[config.mk]
export PLATFORM = sky130hd
export DESIGN_NAME = abb_tx
export DESIGN_NICKNAME = d
export VERILOG_FILES = /design/src/rtl/abb_pkg.sv /design/src/rtl/Registro.sv /design/src/rtl/sym_shreg.sv /design/src/rtl/abb_tx.sv
export SDC_FILE = /design/constraint.sdc
export NUM_CORES = 1
export LEC_CHECK = 0
export CAP_MARGIN = 15
export CORE_MARGIN = 2
export CORE_UTILIZATION = 46
export DETAILED_ROUTE_END_ITERATION = 6
export GPL_TIMING_DRIVEN = 1
export PLACE_DENSITY = 0.78
export SYNTH_ARGS = -nofsm -noshare
export SYNTH_HDL_FRONTEND = slang
export SYNTH_SLANG_ARGS = --single-unit
[constraint.sdc]
create_clock -name clock -period 1.9 [get_ports clock]
set_input_delay 0.475 -clock clock [delete_from_list [all_inputs] [get_ports clock]]
set_output_delay 0.475 -clock clock [all_outputs]
set_load 0.005 [all_outputs]
[src/rtl/abb_pkg.sv]
// Shared constants for the 2-bit symbol link transmitter: FSM encoding and
// the fixed header/idle symbols.
package abb_pkg;

  localparam int STATE_W = 3;

  typedef enum logic [STATE_W-1:0] {
    IDLE = 3'd0,
    H0   = 3'd1,
    H1   = 3'd2,
    H2   = 3'd3,
    PAY  = 3'd4
  } state_e;

  localparam logic [1:0] SYM_IDLE = 2'b11;
  localparam logic [1:0] HDR0     = 2'b00;
  localparam logic [1:0] HDR1     = 2'b01;
  localparam logic [1:0] HDR2     = 2'b01;

endpackage

[src/rtl/Registro.sv]
// Generic W-bit register with enable and asynchronous active-high clear.
module Registro #(
  parameter int W = 8
) (
  input  logic         clock,
  input  logic         reset,
  input  logic         en,
  input  logic [W-1:0] d,
  output logic [W-1:0] q
);

  // NOTE: sequential state is always written with <= so every register
  // samples the pre-edge values of its neighbours.
  always_ff @(posedge clock or posedge reset) begin
    if (reset)   q <= '0;
    else if (en) q <= d;
  end

endmodule

[src/rtl/sym_shreg.sv]
// Payload shift register: parallel load of a word, then shift left by one
// 2-bit symbol per enabled cycle, exposing the current most-significant pair.
module sym_shreg #(
  parameter int DATA_W = 8
) (
  input  logic              clock,
  input  logic              reset,
  input  logic              load,
  input  logic              shift,
  input  logic [DATA_W-1:0] data_in,
  output logic [1:0]        msb_pair
);

  logic [DATA_W-1:0] q;
  logic [DATA_W-1:0] d;
  logic              en;

  assign en = load | shift;

  // A one-symbol payload has nothing to shift in behind it.
  generate
    if (DATA_W > 2) begin : g_wide
      assign d = load ? data_in : {q[DATA_W-3:0], 2'b00};
    end else begin : g_pair
      assign d = load ? data_in : '0;
    end
  endgenerate

  Registro #(.W(DATA_W)) u_reg (
    .clock (clock),
    .reset (reset),
    .en    (en),
    .d     (d),
    .q     (q)
  );

  assign msb_pair = q[DATA_W-1 -: 2];

endmodule

[src/rtl/abb_tx.sv]
// Frame transmitter: accepts a word on valid/ready and sends a 3-symbol
// header followed by the payload as 2-bit symbols, MSB pair first.
module abb_tx
  import abb_pkg::*;
#(
  parameter int DATA_W = 8
) (
  input  logic              clock,
  input  logic              reset,
  input  logic [DATA_W-1:0] data_in,
  input  logic              valid_in,
  output logic              ready_out,
  output logic [1:0]        sym_out,
  output logic              sym_valid,
  output logic              frame_done
);

  localparam int P     = DATA_W / 2;
  localparam int CNT_W = (P > 1) ? $clog2(P) : 1;
  localparam logic [CNT_W-1:0] CNT_LAST = CNT_W'(P - 1);

  state_e           state;
  logic [CNT_W-1:0] cnt;
  logic [1:0]       msb_pair;
  logic             load;
  logic             shift;

  assign load  = (state == IDLE) && valid_in;
  assign shift = (state == PAY);

  sym_shreg #(.DATA_W(DATA_W)) u_shreg (
    .clock    (clock),
    .reset    (reset),
    .load     (load),
    .shift    (shift),
    .data_in  (data_in),
    .msb_pair (msb_pair)
  );

  always_ff @(posedge clock or posedge reset) begin
    if (reset) begin
      state <= IDLE;
      cnt   <= '0;
    end else begin
      case (state)
        IDLE: if (valid_in) begin
          state <= H0;
          cnt   <= '0;
        end
        H0:   state <= H1;
        H1:   state <= H2;
        H2:   state <= PAY;
        // The counter holds at its last value until the next acceptance clears it.
        PAY:  if (cnt == CNT_LAST) state <= IDLE;
              else                 cnt   <= cnt + CNT_W'(1);
        default: state <= IDLE;
      endcase
    end
  end

  // NOTE: every output gets a default before the case so no path leaves a
  // value held, which would otherwise infer a latch.
  always_comb begin
    ready_out  = 1'b0;
    sym_out    = SYM_IDLE;
    sym_valid  = 1'b0;
    frame_done = 1'b0;
    case (state)
      IDLE: ready_out = 1'b1;
      H0: begin
        sym_out   = HDR0;
        sym_valid = 1'b1;
      end
      H1: begin
        sym_out   = HDR1;
        sym_valid = 1'b1;
      end
      H2: begin
        sym_out   = HDR2;
        sym_valid = 1'b1;
      end
      PAY: begin
        sym_out    = msb_pair;
        sym_valid  = 1'b1;
        frame_done = (cnt == CNT_LAST);
      end
      default: ;
    endcase
  end

endmodule
# --- After elaboration in Yosys (flattened, before gate mapping) ---
# Cells that the tools add are included.
totals:
  regBits: 13
  inputBits: 11
  output_inout_bits: 5
  elab_cells: 31
classes:
  n_addsub: 1
  eq_ne: 8
  mux: 11
  bitwise_logic: 1
  reduce_logical: 7
op_table:
  columns: ["cell", "count"]
  rows:
  - ["3-bit case mux with 5 select lines", 1]
  - ["8-bit 2-to-1 mux", 1]
  - ["3-bit by 2-bit == test with 1-bit output, second input constant", 2]
  - ["3-bit 2-to-1 mux", 2]
  - ["2-bit != test, second input constant", 3]
  - ["2-bit case mux with 3 select lines", 1]
  - ["2-bit 2-to-1 mux", 2]
  - ["2-bit case mux with 2 select lines", 1]
  - ["4-bit OR reduction", 1]
  - ["3-bit by 1-bit == test with 1-bit output, second input constant", 1]
  - ["3-bit == test, second input constant", 1]
  - ["3-bit logical NOT", 1]
  - ["1-bit 2-to-1 mux", 3]
  - ["3-bit AND reduction", 1]
  - ["2-bit by 1-bit adder with 2-bit output, second input constant", 1]
  - ["2-bit == test, second input constant", 1]
  - ["2-bit AND reduction", 1]
  - ["2-bit nonzero test", 1]
  - ["2-bit OR reduction", 1]
  - ["1-bit logical AND", 1]
  - ["1-bit OR", 1]

# --- Longest topological paths before layout ---
logic_depth:
  ltp_word: 3
  depth_mapped: 4
  depth_no_buf: 4

# --- Cells and area by module ---
# From an unflattened synthesis, not the netlist that was laid out.
unflattened:
  cells_unflattened: 64
  hier_area_um2: 793.3
modules_own_cells:
  columns: ["mod", "instances", "cells_per_inst", "area_per_inst_um2", "seq_area_each_um2"]
  rows:
  - ["Registro", 1, 18, 335.3, 200.2]
  - ["abb_tx", 1, 36, 335.3, 125.1]
  - ["sym_shreg", 1, 10, 122.6, 0.0]

# --- Least setup slack after synthesis ---
# OpenSTA, ideal clock, no wires.
synth_timing:
  path_kind: "register to output"
  start: "register state[0]"
  end: "output frame_done"
  arrival_time_ps: 1082
  required_ps: 1425
  setup_slack_ps: 343
  stages_incl_launch_ff: 4
  path_buffers: 1
  cell_sequence: "dfrtp_1 buf_6 nor3b_2 and2_1"
synth_via:
  elab_chain_cells: 2
synth_rtl:
  columns: ["item", "line", "text"]
  rows:
  - ["from (decl)", "abb_tx.sv:22", "state_e state;"]
  - ["from (signal assigned)", "abb_tx.sv:42", "state <= IDLE;"]
  - ["from (signal assigned)", "abb_tx.sv:47", "state <= H0;"]
  - ["from (signal assigned)", "abb_tx.sv:50", "H0: state <= H1;"]
  - ["3-bit == test", "abb_tx.sv:68", "case (state)"]
  - ["1-bit 2-to-1 mux", "abb_tx.sv:68", null]
  - ["to (decl)", "abb_tx.sv:15", "output logic frame_done"]
# Every way passes these cells.

# --- Final worst setup path ---
layout_timing:
  start: "register state[0]"
  end: "output sym_out[1]"
layout_via:
  elab_chain_cells: 3
  word_cells_on_any_way: 6
  cone_classes: "4 x eq/ne; 1 x mux; 1 x reduce/logical"
layout_rtl:
  columns: ["item", "line", "text"]
  rows:
  - ["3-bit by 2-bit == test with 1-bit output", "abb_tx.sv:68", null]
  - ["2-bit OR reduction (no source line)", null, null]
  - ["2-bit case mux with 3 select lines (*)", "abb_tx.sv:68", null]
  - ["to (decl)", "abb_tx.sv:13", "output logic [1:0] sym_out,"]
# Every way passes the cells marked *; elsewhere a longest branch is shown, timed or not.

==> reports/qor.yml <==
outcome:
  status: "complete, but fails checks"
  violations: "negative setup slack"
cells_and_area:
  drive_above_1_share_pct: 36.1
  mostFrequentLayoutCells: "11 x buf_4, 10 x dfrtp_1, 10 x clkdlybuf4s50_1"
  fill_cells: 98
  area_growth_pct: 44.9
  fin_util_pct: 71.4
  n_antenna_cell: 0
  finalNetCount: 96
  final_common_cell: "buf_4"
worst_hold_path:
  hold_path_end: "u_shreg.u_reg.q[2]"
  hold_path_depth: 1
  min_path_type: "reg2reg"
  worstHoldStart: "u_shreg.u_reg.q[2]"
clocking:
  clk_latency_ps: 270
  htreeDepth: 1
  hold_buffers: 0
  path_clk_slew_ps: 80
  cts_tree: "built"
  cts_made_buffers: 3
  clkSinkCount: 13
  ctsRootBufferMaster: "clkbuf_4"
  cts_buffer_depth: 2
drt:
  avgViaCountPerCell: 5.35
  remaining_drc_errors: 0
  vias: 524
  drt_iter0_markers: 6
  antenna_left: 0
  first_pass_iters: 3
  avgRoutedWirePerCell_um: 14.1
  wl_um: 1380
place:
  dp_slack_ps: 32.6
  gp_congestion: 0.770
  port_buffers: 15
  dp_hpwl_um: 902
logic_synthesis:
  syn_nets: 66
  synth.yosys.warnings: 0
  synthCells: 54
  synth_area_um2: 649
  syn_avg_cell_area_um2: 12.0
  synth-seq-cells: 13
  ys_seq_area_share_pct: 50.1
  synth-main-ff-cell: "dfrtp_1"
  synth_cell_types: 21
  async_reset_ff_share_pct: 100
  synth_edf_count: 0
timing:
  slew_headroom_pct: 67.5
  post-route-period-util_pct: 100
  fin_crit_ps: 1910
  setup_viol: 1
  grt_setup_unrepaired: "true"
  holdWs_ps: 489
  drv_slew: 0
  max_freq_mhz: 525
  tns_ps: -5.11
  finalWorstSetupSlack_ps: -5.11
  worst_pin_slew_ps: 487
  final-hold-violation-count: 0
  fin_skew_ps: 5.72
worst_setup_path:
  arrival_ps: 1430
  path_class: "reg2out"
  reg2regPathDepth: 5
  endpoint_kind: "output port"
  worst_setup_path_start_kind: "flop"
  r2r_slack_ps: 250
  required_ps: 1420
  reg2reg_from: "state[1]"
  worstPathMaxFanout: 5
  worstReg2RegEnd: "cnt[0]"
power_and_ir_drop:
  leakagePower_uw: 0.000481
  irDropWorstVdd_v: 0.000807
  power_density_nw_per_um2: 1490
global_routing:
  grt_max_degree: 14
  gr-usage-all-layers_pct: 17.6
  overflow: 0
  antenna_found_initial: 0
  grt_pass1_vias: 556
  grt_pass1_wl_um: 2290
floorplan:
  rows: 13
  io_pins: 16
  die_y_um: 41.6
  die_w_um: 41.6
  core_um2: 1320
  die_area_um2: 1730
  start_util_pct: 49.3
run:
  cap_violations: 0
[per-layer routing]
layer | global-route usage, % | vias to the layer above | part of all wire, % | wire length [µm]
met1 | 19.4 | 250 | 40 | 551
met4 | 6.45 | 0 | 2.7 | 38
met3 | 7.83 | 4 | 5.1 | 70
met2 | 29.7 | 18 | 52 | 721
met5 | 0 | - | 0 | 0
li1 | - | 252 | - | -
[cells in the mapped netlist (all sizes together), types with 2 or more instances]
cell type / instances / area (µm²)
buf: 3 / 27.5
a22o: 9 / 78.8
nand2: 2 / 7.51
nor4b: 2 / 38.8
nor3: 2 / 10.0
dfrtp: 13 / 325
a21o: 7 / 52.6
nor2: 6 / 25.0
[sequential cells by signal, indices dropped and copies added, names as in the netlist]
name,flops
u_shreg.u_reg.q,8
state,3
cnt,2
[through the flow]
stage          instance area, µm²  cells  power (µW)
6_report                      941     98        1400
5_1_grt                       941     98        1510
4_1_cts                       921     96        1380
3_5_place_dp                  836     87        1130
3_3_place_gp                  836     87        1110
2_1_floorplan                 649     54         908
[report_power, final]
group | internal (µW) | total, µW | leakage (µW) | switching, µW
clock network | 81.3 | 164 | 0.0000150 | 82.5
logic | 432 | 730 | 0.000305 | 299
registers | 407 | 506 | 0.000161 | 98.9
[repair_timing]
item / in CTS / in global routing
pin swaps: 3 / 0
resized for setup: 18 / 4
setup endpoints to repair: 5 / 3
setup buffers: 5 / 2
[kinds of logic after synthesis]
logic type | share of synthesized area, %
AOI/OAI and AO/OA | 22.2
and+or+nand+nor | 17.3
DFF | 50.1
buffers and inverters | 4.82
xor gates and xnor gates | 1.35
muxes | 2.31
adders and majority gates | 1.93
[critical path: stages (launching register included)]
cell and delay (ps):
dfrtp_2 440, buf_6 130, nor3b_4 190, nand2_1 100, nand2_1 90, clkdlybuf4s15_1 200
[worst max-delay path by stage]
stage,startpoint,to,slack (ps),cells after the start
floorplan,state[0],frame_done,340,3
global placement,state[0],sym_out[0],80,4
detailed placement,state[0],sym_out[0],30,4
CTS,state[2],sym_out[0],-20,5
global route,state[0],sym_out[1],-70,5
finish,state[0],sym_out[1],-5,5
[area by class of cell]
cell class	count	area, µm²	share of cell area [%]
Tap cell	15	18.8	1.99
Timing Repair Buffer	28	249	26.5
Multi-Input combinational cell	37	314	33.4
Inverter	1	3.75	0.399
Sequential cell	13	329	35.0
Clock buffer	4	26.3	2.79
Power figures use the tool's default switching activity.
